File: config.mk
export PLATFORM = sky130hd
export DESIGN_NAME = ili_spi_byte_tx_flat
export DESIGN_NICKNAME = d
export VERILOG_FILES = /design/src/rtl/ili_spi_byte_tx_if.sv /design/src/rtl/ili_spi_byte_tx.sv /design/src/flat_wrapper.sv
export SDC_FILE = /design/constraint.sdc
export NUM_CORES = 1
export LEC_CHECK = 0
export CAP_MARGIN = 15
export CORE_MARGIN = 3
export CORE_UTILIZATION = 42
export CTS_CLUSTER_DIAMETER = 60
export CTS_CLUSTER_SIZE = 25
export DETAILED_ROUTE_END_ITERATION = 6
export GPL_TIMING_DRIVEN = 1
export PLACE_DENSITY = 0.72
export SYNTH_ARGS = -nofsm -noshare
export SYNTH_HDL_FRONTEND = slang
export SYNTH_SLANG_ARGS = --single-unit
export TNS_END_PERCENT = 50
File: constraint.sdc
create_clock -name clk -period 1.9 [get_ports clk]
set_input_delay 0.38 -clock clk [delete_from_list [all_inputs] [get_ports clk]]
set_output_delay 0.38 -clock clk [all_outputs]
set_load 0.01 [all_outputs]
File: src/rtl/ili_spi_byte_tx_if.sv
// rtl/ili_spi_byte_tx_if.sv - sequencer-to-transmitter byte request handshake
interface ili_spi_byte_tx_if #(
    parameter int DATA_W = 8
);
    logic              i_send;
    logic [DATA_W-1:0] i_data;
    logic              i_dc;
    logic              i_hold_cs;
    logic              o_busy;
    logic              o_sent;

    modport master (
        output i_send, i_data, i_dc, i_hold_cs,
        input  o_busy, o_sent
    );

    modport slave (
        input  i_send, i_data, i_dc, i_hold_cs,
        output o_busy, o_sent
    );
endinterface

File: src/rtl/ili_spi_byte_tx.sv
// rtl/ili_spi_byte_tx.sv - ILI9341 mode-0 SPI byte transmitter with CS hold
module ili_spi_byte_tx #(
    parameter int CLK_DIV = 2,
    parameter int DATA_W  = 8
) (
    input  logic              clk,
    input  logic              rst,
    ili_spi_byte_tx_if.slave  bus,
    output logic              o_sclk,
    output logic              o_mosi,
    output logic              o_dc,
    output logic              o_cs_n
);
    localparam int HW = $clog2(CLK_DIV + 1);
    localparam int BW = $clog2(DATA_W);
    localparam logic [HW-1:0] HALF_LAST = HW'(CLK_DIV - 1);
    localparam logic [BW-1:0] BIT_LAST  = BW'(DATA_W - 1);

    localparam logic [1:0] ST_IDLE  = 2'd0;
    localparam logic [1:0] ST_SHIFT = 2'd1;
    localparam logic [1:0] ST_TAIL  = 2'd2;
    localparam logic [1:0] ST_DONE  = 2'd3;

    logic [1:0]        state;
    logic [DATA_W-1:0] shreg;
    logic [BW-1:0]     bit_cnt;
    logic [HW-1:0]     half_cnt;
    logic              phase;
    logic              dc_reg;
    logic              hold_flag;

    always_ff @(posedge clk or negedge rst) begin
        if (!rst) begin
            state     <= ST_IDLE;
            shreg     <= '0;
            bit_cnt   <= '0;
            half_cnt  <= '0;
            phase     <= 1'b0;
            dc_reg    <= 1'b1;
            hold_flag <= 1'b0;
        end else begin
            case (state)
                ST_IDLE: begin
                    if (bus.i_send) begin
                        shreg     <= bus.i_data;
                        dc_reg    <= bus.i_dc;
                        hold_flag <= bus.i_hold_cs;
                        bit_cnt   <= BIT_LAST;
                        half_cnt  <= '0;
                        phase     <= 1'b0;
                        state     <= ST_SHIFT;
                    end else if (!bus.i_hold_cs) begin
                        hold_flag <= 1'b0;
                    end
                end
                ST_SHIFT: begin
                    if (half_cnt == HALF_LAST) begin
                        half_cnt <= '0;
                        if (!phase) begin
                            phase <= 1'b1;
                        end else begin
                            phase <= 1'b0;
                            // The last bit is not shifted out so MOSI keeps bit 0 through TAIL and IDLE
                            if (bit_cnt == '0) begin
                                state <= ST_TAIL;
                            end else begin
                                shreg   <= {shreg[DATA_W-2:0], 1'b0};
                                bit_cnt <= bit_cnt - BW'(1);
                            end
                        end
                    end else begin
                        half_cnt <= half_cnt + HW'(1);
                    end
                end
                ST_TAIL: begin
                    if (half_cnt == HALF_LAST) begin
                        half_cnt <= '0;
                        state    <= ST_DONE;
                    end else begin
                        half_cnt <= half_cnt + HW'(1);
                    end
                end
                ST_DONE: state <= ST_IDLE;
                default: state <= ST_IDLE;
            endcase
        end
    end

    assign bus.o_busy = (state != ST_IDLE);
    assign bus.o_sent = (state == ST_DONE);
    assign o_sclk     = (state == ST_SHIFT) && phase;
    assign o_mosi     = shreg[DATA_W-1];
    assign o_dc       = dc_reg;
    assign o_cs_n     = (state == ST_IDLE) ? !hold_flag : 1'b0;
endmodule

File: src/flat_wrapper.sv
// flat-port wrapper written by rule: the top's interface ports become plain ports
module ili_spi_byte_tx_flat 
#(
    parameter int CLK_DIV = 2,
    parameter int DATA_W  = 8
)
  (clk, rst, o_sclk, o_mosi, o_dc, o_cs_n, bus_i_send, bus_i_data, bus_i_dc, bus_i_hold_cs, bus_o_busy, bus_o_sent);
  ili_spi_byte_tx_if #(.DATA_W(DATA_W)) bus_i ();
  input  logic clk;
  input  logic rst;
  output logic o_sclk;
  output logic o_mosi;
  output logic o_dc;
  output logic o_cs_n;
  input wire logic [$bits(bus_i.i_send)-1:0] bus_i_send;
  input wire logic [$bits(bus_i.i_data)-1:0] bus_i_data;
  input wire logic [$bits(bus_i.i_dc)-1:0] bus_i_dc;
  input wire logic [$bits(bus_i.i_hold_cs)-1:0] bus_i_hold_cs;
  output wire logic [$bits(bus_i.o_busy)-1:0] bus_o_busy;
  output wire logic [$bits(bus_i.o_sent)-1:0] bus_o_sent;
  assign bus_i.i_send = bus_i_send;
  assign bus_i.i_data = bus_i_data;
  assign bus_i.i_dc = bus_i_dc;
  assign bus_i.i_hold_cs = bus_i_hold_cs;
  assign bus_o_busy = bus_i.o_busy;
  assign bus_o_sent = bus_i.o_sent;
  ili_spi_byte_tx #(.CLK_DIV(CLK_DIV), .DATA_W(DATA_W)) u_core (.clk(clk), .rst(rst), .bus(bus_i), .o_sclk(o_sclk), .o_mosi(o_mosi), .o_dc(o_dc), .o_cs_n(o_cs_n));
endmodule
**Word-level counts from Yosys, hierarchy flattened**

Index checks and enable logic that the tools add are counted.

- Flip-flop bits (word level): 18
- Bits in latches: 0
- Memory bits (writable): 0
- Bits in read-only memories: 0
- Input bits: 13
- Output and inout bits: 6
- Word-level logic and storage cells: 60
- Memories: 0

- $add $sub $neg: 2
- Multiply operators: 0
- Divide/modulo/power cells: 0
- Order comparisons: 0
- Equality and inequality tests: 11
- Shift operators: 0
- Muxes and demuxes: 26
- Bitwise operators: 0
- Reductions and logical operators: 14

Operators with widths:

| operator | count |
|---|---|
| two-way mux 8 bit | 4 |
| case mux 8 bit (2 select lines) | 1 |
| two-way mux 2 bit | 7 |
| two-way mux 3 bit | 4 |
| AND reduction 5 bit | 2 |
| inequality test 2 x 1 -> 1 bit (second input constant) | 4 |
| case mux 2 bit (4 select lines) | 1 |
| two-way mux 1 bit | 6 |
| inequality test 2 bit (second input constant) | 3 |
| case mux 3 bit (2 select lines) | 1 |
| AND reduction 2 bit | 3 |
| nonzero test 2 bit | 3 |
| equality test 2 x 1 -> 1 bit (second input constant) | 2 |
| equality test 2 bit (second input constant) | 2 |
| case mux 2 bit (2 select lines) | 1 |
| zero test 3 bit | 1 |
| AND reduction 3 bit | 1 |
| subtractor 3 x 1 -> 3 bit (second input constant) | 1 |
| adder 2 x 1 -> 2 bit (second input constant) | 1 |
| zero test 2 bit | 1 |
| case mux 1 bit (2 select lines) | 1 |
| OR reduction 2 bit | 1 |
| logical AND 1 bit | 1 |
| zero test 1 bit | 1 |

**Logic depth before layout (Yosys ltp)**

- Depth in word-level cells: 5
- Mapped depth: 7
- Gate-level depth less buffers: 7

**Worst setup path after synthesis**

OpenSTA, ideal clock, no wires.

- Path type: flip-flop to flip-flop
- Start: register u_core.state[0]
- End: register u_core.bit_cnt[0]
- Library setup time: 125 ps
- Data arrival time: 1,699 ps
- Required time: 1,775 ps
- Slack: 76 ps
- Stages on the path, launching flop included: 8
- Path buffers: 1
- Period minus slack after synthesis: 1,824 ps
- Cell sequence: dfrtp_1 > inv_1 > ha_1 > and2b_4 > a221oi_4 > o211ai_2 > buf_6 > mux2_4

- Longest elaborated chain between the ends: 3
- Elaborated cells on any way between the ends: 9
- Those cells by class: eq/ne (5); mux (1); reduce/logical (3)

RTL lines:

| element | RTL line | text |
|---|---|---|
| from (decl) | ili_spi_byte_tx.sv:24 | `logic [1:0] state;` |
| from (signal assigned) | ili_spi_byte_tx.sv:34 | `state <= ST_IDLE;` |
| from (signal assigned) | ili_spi_byte_tx.sv:51 | `state <= ST_SHIFT;` |
| from (signal assigned) | ili_spi_byte_tx.sv:65 | `state <= ST_TAIL;` |
| equality test 2 x 1 -> 1 bit or zero test 2 bit (tied branches) | ili_spi_byte_tx.sv:42 | `case (state)` |
| inequality test 2 x 1 -> 1 bit (no line) (tied with other cells) | n/a |  |
| AND reduction 5 bit (no line) | n/a |  |
| to (signal assigned) | ili_spi_byte_tx.sv:68 | `bit_cnt <= bit_cnt - BW'(1);` |
| to (decl) | ili_spi_byte_tx.sv:26 | `logic [BW-1:0] bit_cnt;` |

Parallel ways exist; a longest one is shown, timed or not.
A chain may end at the register's enable or synchronous reset.

**Worst setup path after layout**

- Start: register u_core.state[1]
- End: register u_core.bit_cnt[1]

The elaborated chain is that of the path after synthesis.

==> results.json <==
{
  "status": "complete, no violations",
  "die_y_um": 56.5,
  "relSlewSlack_pct": 66.5,
  "grt_max_degree": 12,
  "grt_pass1_vias": 770,
  "r2r_slack_ns": 0.07,
  "cts_hold_buf": 0,
  "numCtsBuffers": 3,
  "wl_per_cell_um": 14.7,
  "num_io_pins": 19,
  "endpoint_kind": "flip-flop",
  "drc": 0,
  "synth_area_per_cell_sq_um": 12.3,
  "synth_warnings": 0,
  "layout.cells.non_filler": 155,
  "max-cap-violations": 0,
  "drt_iter0_drc": 7,
  "ys_seq_area_share_pct": 42.1,
  "fin_nets": 149,
  "routed_wl_um": 2280,
  "fin_crit_ns": 1.83,
  "yosys-top-cells-count": "17 x dfrtp_1, 10 x mux2_2, 10 x mux2_4",
  "synthArstFlopShare_pct": 100,
  "cts_tree": "done",
  "cp_max_fo": 6,
  "rr_startpoint": "u_core.state[1]$_DFFE_PN0P_",
  "arrival_ns": 2.01,
  "power_density_mw_per_mm2": 1850,
  "setup_viol": 0,
  "synth_fp_nets": 108,
  "slew_violations": 0,
  "worst_pin_slew_ns": 0.500,
  "syn_inst": 87,
  "h-tree-depth": 1,
  "cts_buffer_depth": 2,
  "utilization_pct": 66.0,
  "rsz0062_at_grt": "no",
  "hp-class": "in2async",
  "clock-root-buffer": "clkbuf_4",
  "dr.pass1.iters": 4,
  "place.gp.congestion": 0.733,
  "hold_viol": 0,
  "antenna_found_initial": 0,
  "drive_above_1_share_pct": 44.1,
  "clock_sinks": 18,
  "power_leakage_nw": 0.732,
  "finalCritPeriodShare_pct": 96.5,
  "clock_latency_ns": 0.30,
  "netlist.area_leader.share_pct": 39.7,
  "synthMostInstantiatedCell": "dfrtp_1",
  "reg2regPathDepth": 7,
  "port_buffers": 18,
  "fp.coreArea_sq_mm": 0.00232,
  "dp.cells": 142,
  "syn_area_sq_mm": 0.00107,
  "vias_per_cell": 5.03,
  "synth_area_leaders": "dfrtp_1 40%, mux2_4 14%, mux2_2 11%, ha_1 9.3%, inv_1 2.8%",
  "irDropWorstVdd_uv": 1100,
  "ys_seq_elements": 18,
  "diodes": 0,
  "dieArea_sq_mm": 0.00320,
  "synth_flop_cell": "dfrtp_1",
  "hpwl_um": 1530,
  "die_w_um": 56.5,
  "fin_skew_ns": 0.0121,
  "r2r_end": "u_core.bit_cnt[1]$_DFFE_PN0P_",
  "fp-row-count": 17,
  "ant_nets": 0,
  "final.setup.tns_ns": 0,
  "synth-edff-count": 0,
  "grt_use_total_pct": 14.3,
  "synth.distinct_cells": 27,
  "max_freq_ghz": 0.545,
  "overflow": 0,
  "num_vias": 780,
  "cp.required_ns": 2.08,
  "synth_top_area_cell": "dfrtp_1",
  "path_clk_slew_ns": 0.11,
  "area_growth_pct": 42.7,
  "start_util_pct": 46.2,
  "grt_pass1_wl_um": 3570,
  "startpoint_type": "flip-flop",
  "worstSetupPathType": "reg2reg"
}
-- worst max path at each step --
stage,from,endpoint,slack [ns],depth (start not counted)
floorplan,u_core.state[0]$_DFFE_PN0P_,u_core.bit_cnt[0]$_DFFE_PN0P_,0.08,7
global placement,bus_i_send,u_core.shreg[7]$_DFFE_PN0P_,-0.09,6
detailed placement,bus_i_send,u_core.shreg[2]$_DFFE_PN0P_,-0.12,6
CTS,u_core.state[1]$_DFFE_PN0P_,u_core.bit_cnt[1]$_DFFE_PN0P_,0.004,7
global route,u_core.state[0]$_DFFE_PN0P_,bus_o_sent,0.003,4
finish,u_core.state[1]$_DFFE_PN0P_,u_core.bit_cnt[1]$_DFFE_PN0P_,0.07,7
-- power breakdown --
| part | internal (mW) | total (mW) | switching, mW | leakage, nW |
|---|---|---|---|---|
| Clock | 0.117 | 0.238 | 0.121 | 0.0210 |
| Combinational | 1.16 | 1.90 | 0.740 | 0.503 |
| Sequential | 0.569 | 0.689 | 0.121 | 0.208 |
| Total | 1.84 | 2.82 | 0.982 | 0.732 |
-- final cells by class --
class | instances | area, sq um
Tap cell | 28 | 35.0
Inverter | 8 | 30.0
Timing Repair Buffer | 38 | 357
Multi-Input combinational cell | 59 | 621
Fill cell | 171 | 788
Clock buffer | 4 | 36.3
Sequential cell | 18 | 452
-- timing repair --
item	in CTS	in global routing
endpoints found under the hold margin	0	0
setup buffers	5	3
cloned	0	1
resized for setup	9	5
setup endpoints to repair	13	14
pin swaps	0	2
-- layer usage --
metal	vias to the layer above	global-route usage (%)	part of all wire, %
met3	2	4.14	2.0
met5	-	0	0
met4	0	4.07	0.31
met2	5	22.6	51
li1	382	-	-
met1	391	18.9	47
-- sequential cells by signal, indices dropped and copies added, names as in the netlist --
signal            cells
u_core.half_cnt       2
u_core.shreg          8
u_core.state          2
u_core.hold_flag      1
u_core.bit_cnt        3
u_core.phase          1
u_core.o_dc           1
-- critical path, stage by stage, from the launching register on --
cell and delay [ns]:
dfrtp_1 0.38, inv_2 0.08, buf_4 0.15, ha_4 0.17, a221oi_4 0.33, o211ai_4 0.15
buf_12 0.17, mux2_4 0.29
-- through the flow --
step                instance area, sq um  setup WS (ns)  total power, mW  hold WS (ns)
floorplan                           1070         0.0761             1.74        0.0844
global placement                    1370        -0.0886             2.17         0.462
finish                              1530         0.0658             2.82         0.404
detailed placement                  1370         -0.121             2.23         0.468
CTS                                 1460        0.00399             2.60         0.409
global route                        1530        0.00295             3.01         0.409
-- layout by cell type (no fill, tap or decap), types with 2 or more instances in the layout --
cell,instances
nand2_1,8
ha_1,5
a21oi_1,2
inv_2,2
buf_4,18
clkbuf_4,3
nor3_1,2
ha_4,3
clkdlybuf4s50_1,14
mux2_2,10
dlygate4sd2_1,3
dfrtp_1,17
mux2_4,10
inv_1,6
nor2_1,3
mux2i_1,2
-- cells by family (layout without fill, tap and decap cells) --
logic type,after synthesis,count (layout),share of synthesized area (%)
mux,22,22,26.4
simple gates,20,20,9.69
flops,18,18,42.1
buf+inv,10,50,4.32
fa+ha+maj,8,8,9.34
compound gates,8,8,7.35
xor+xnor,1,1,0.817
Power figures use the tool's default switching activity.
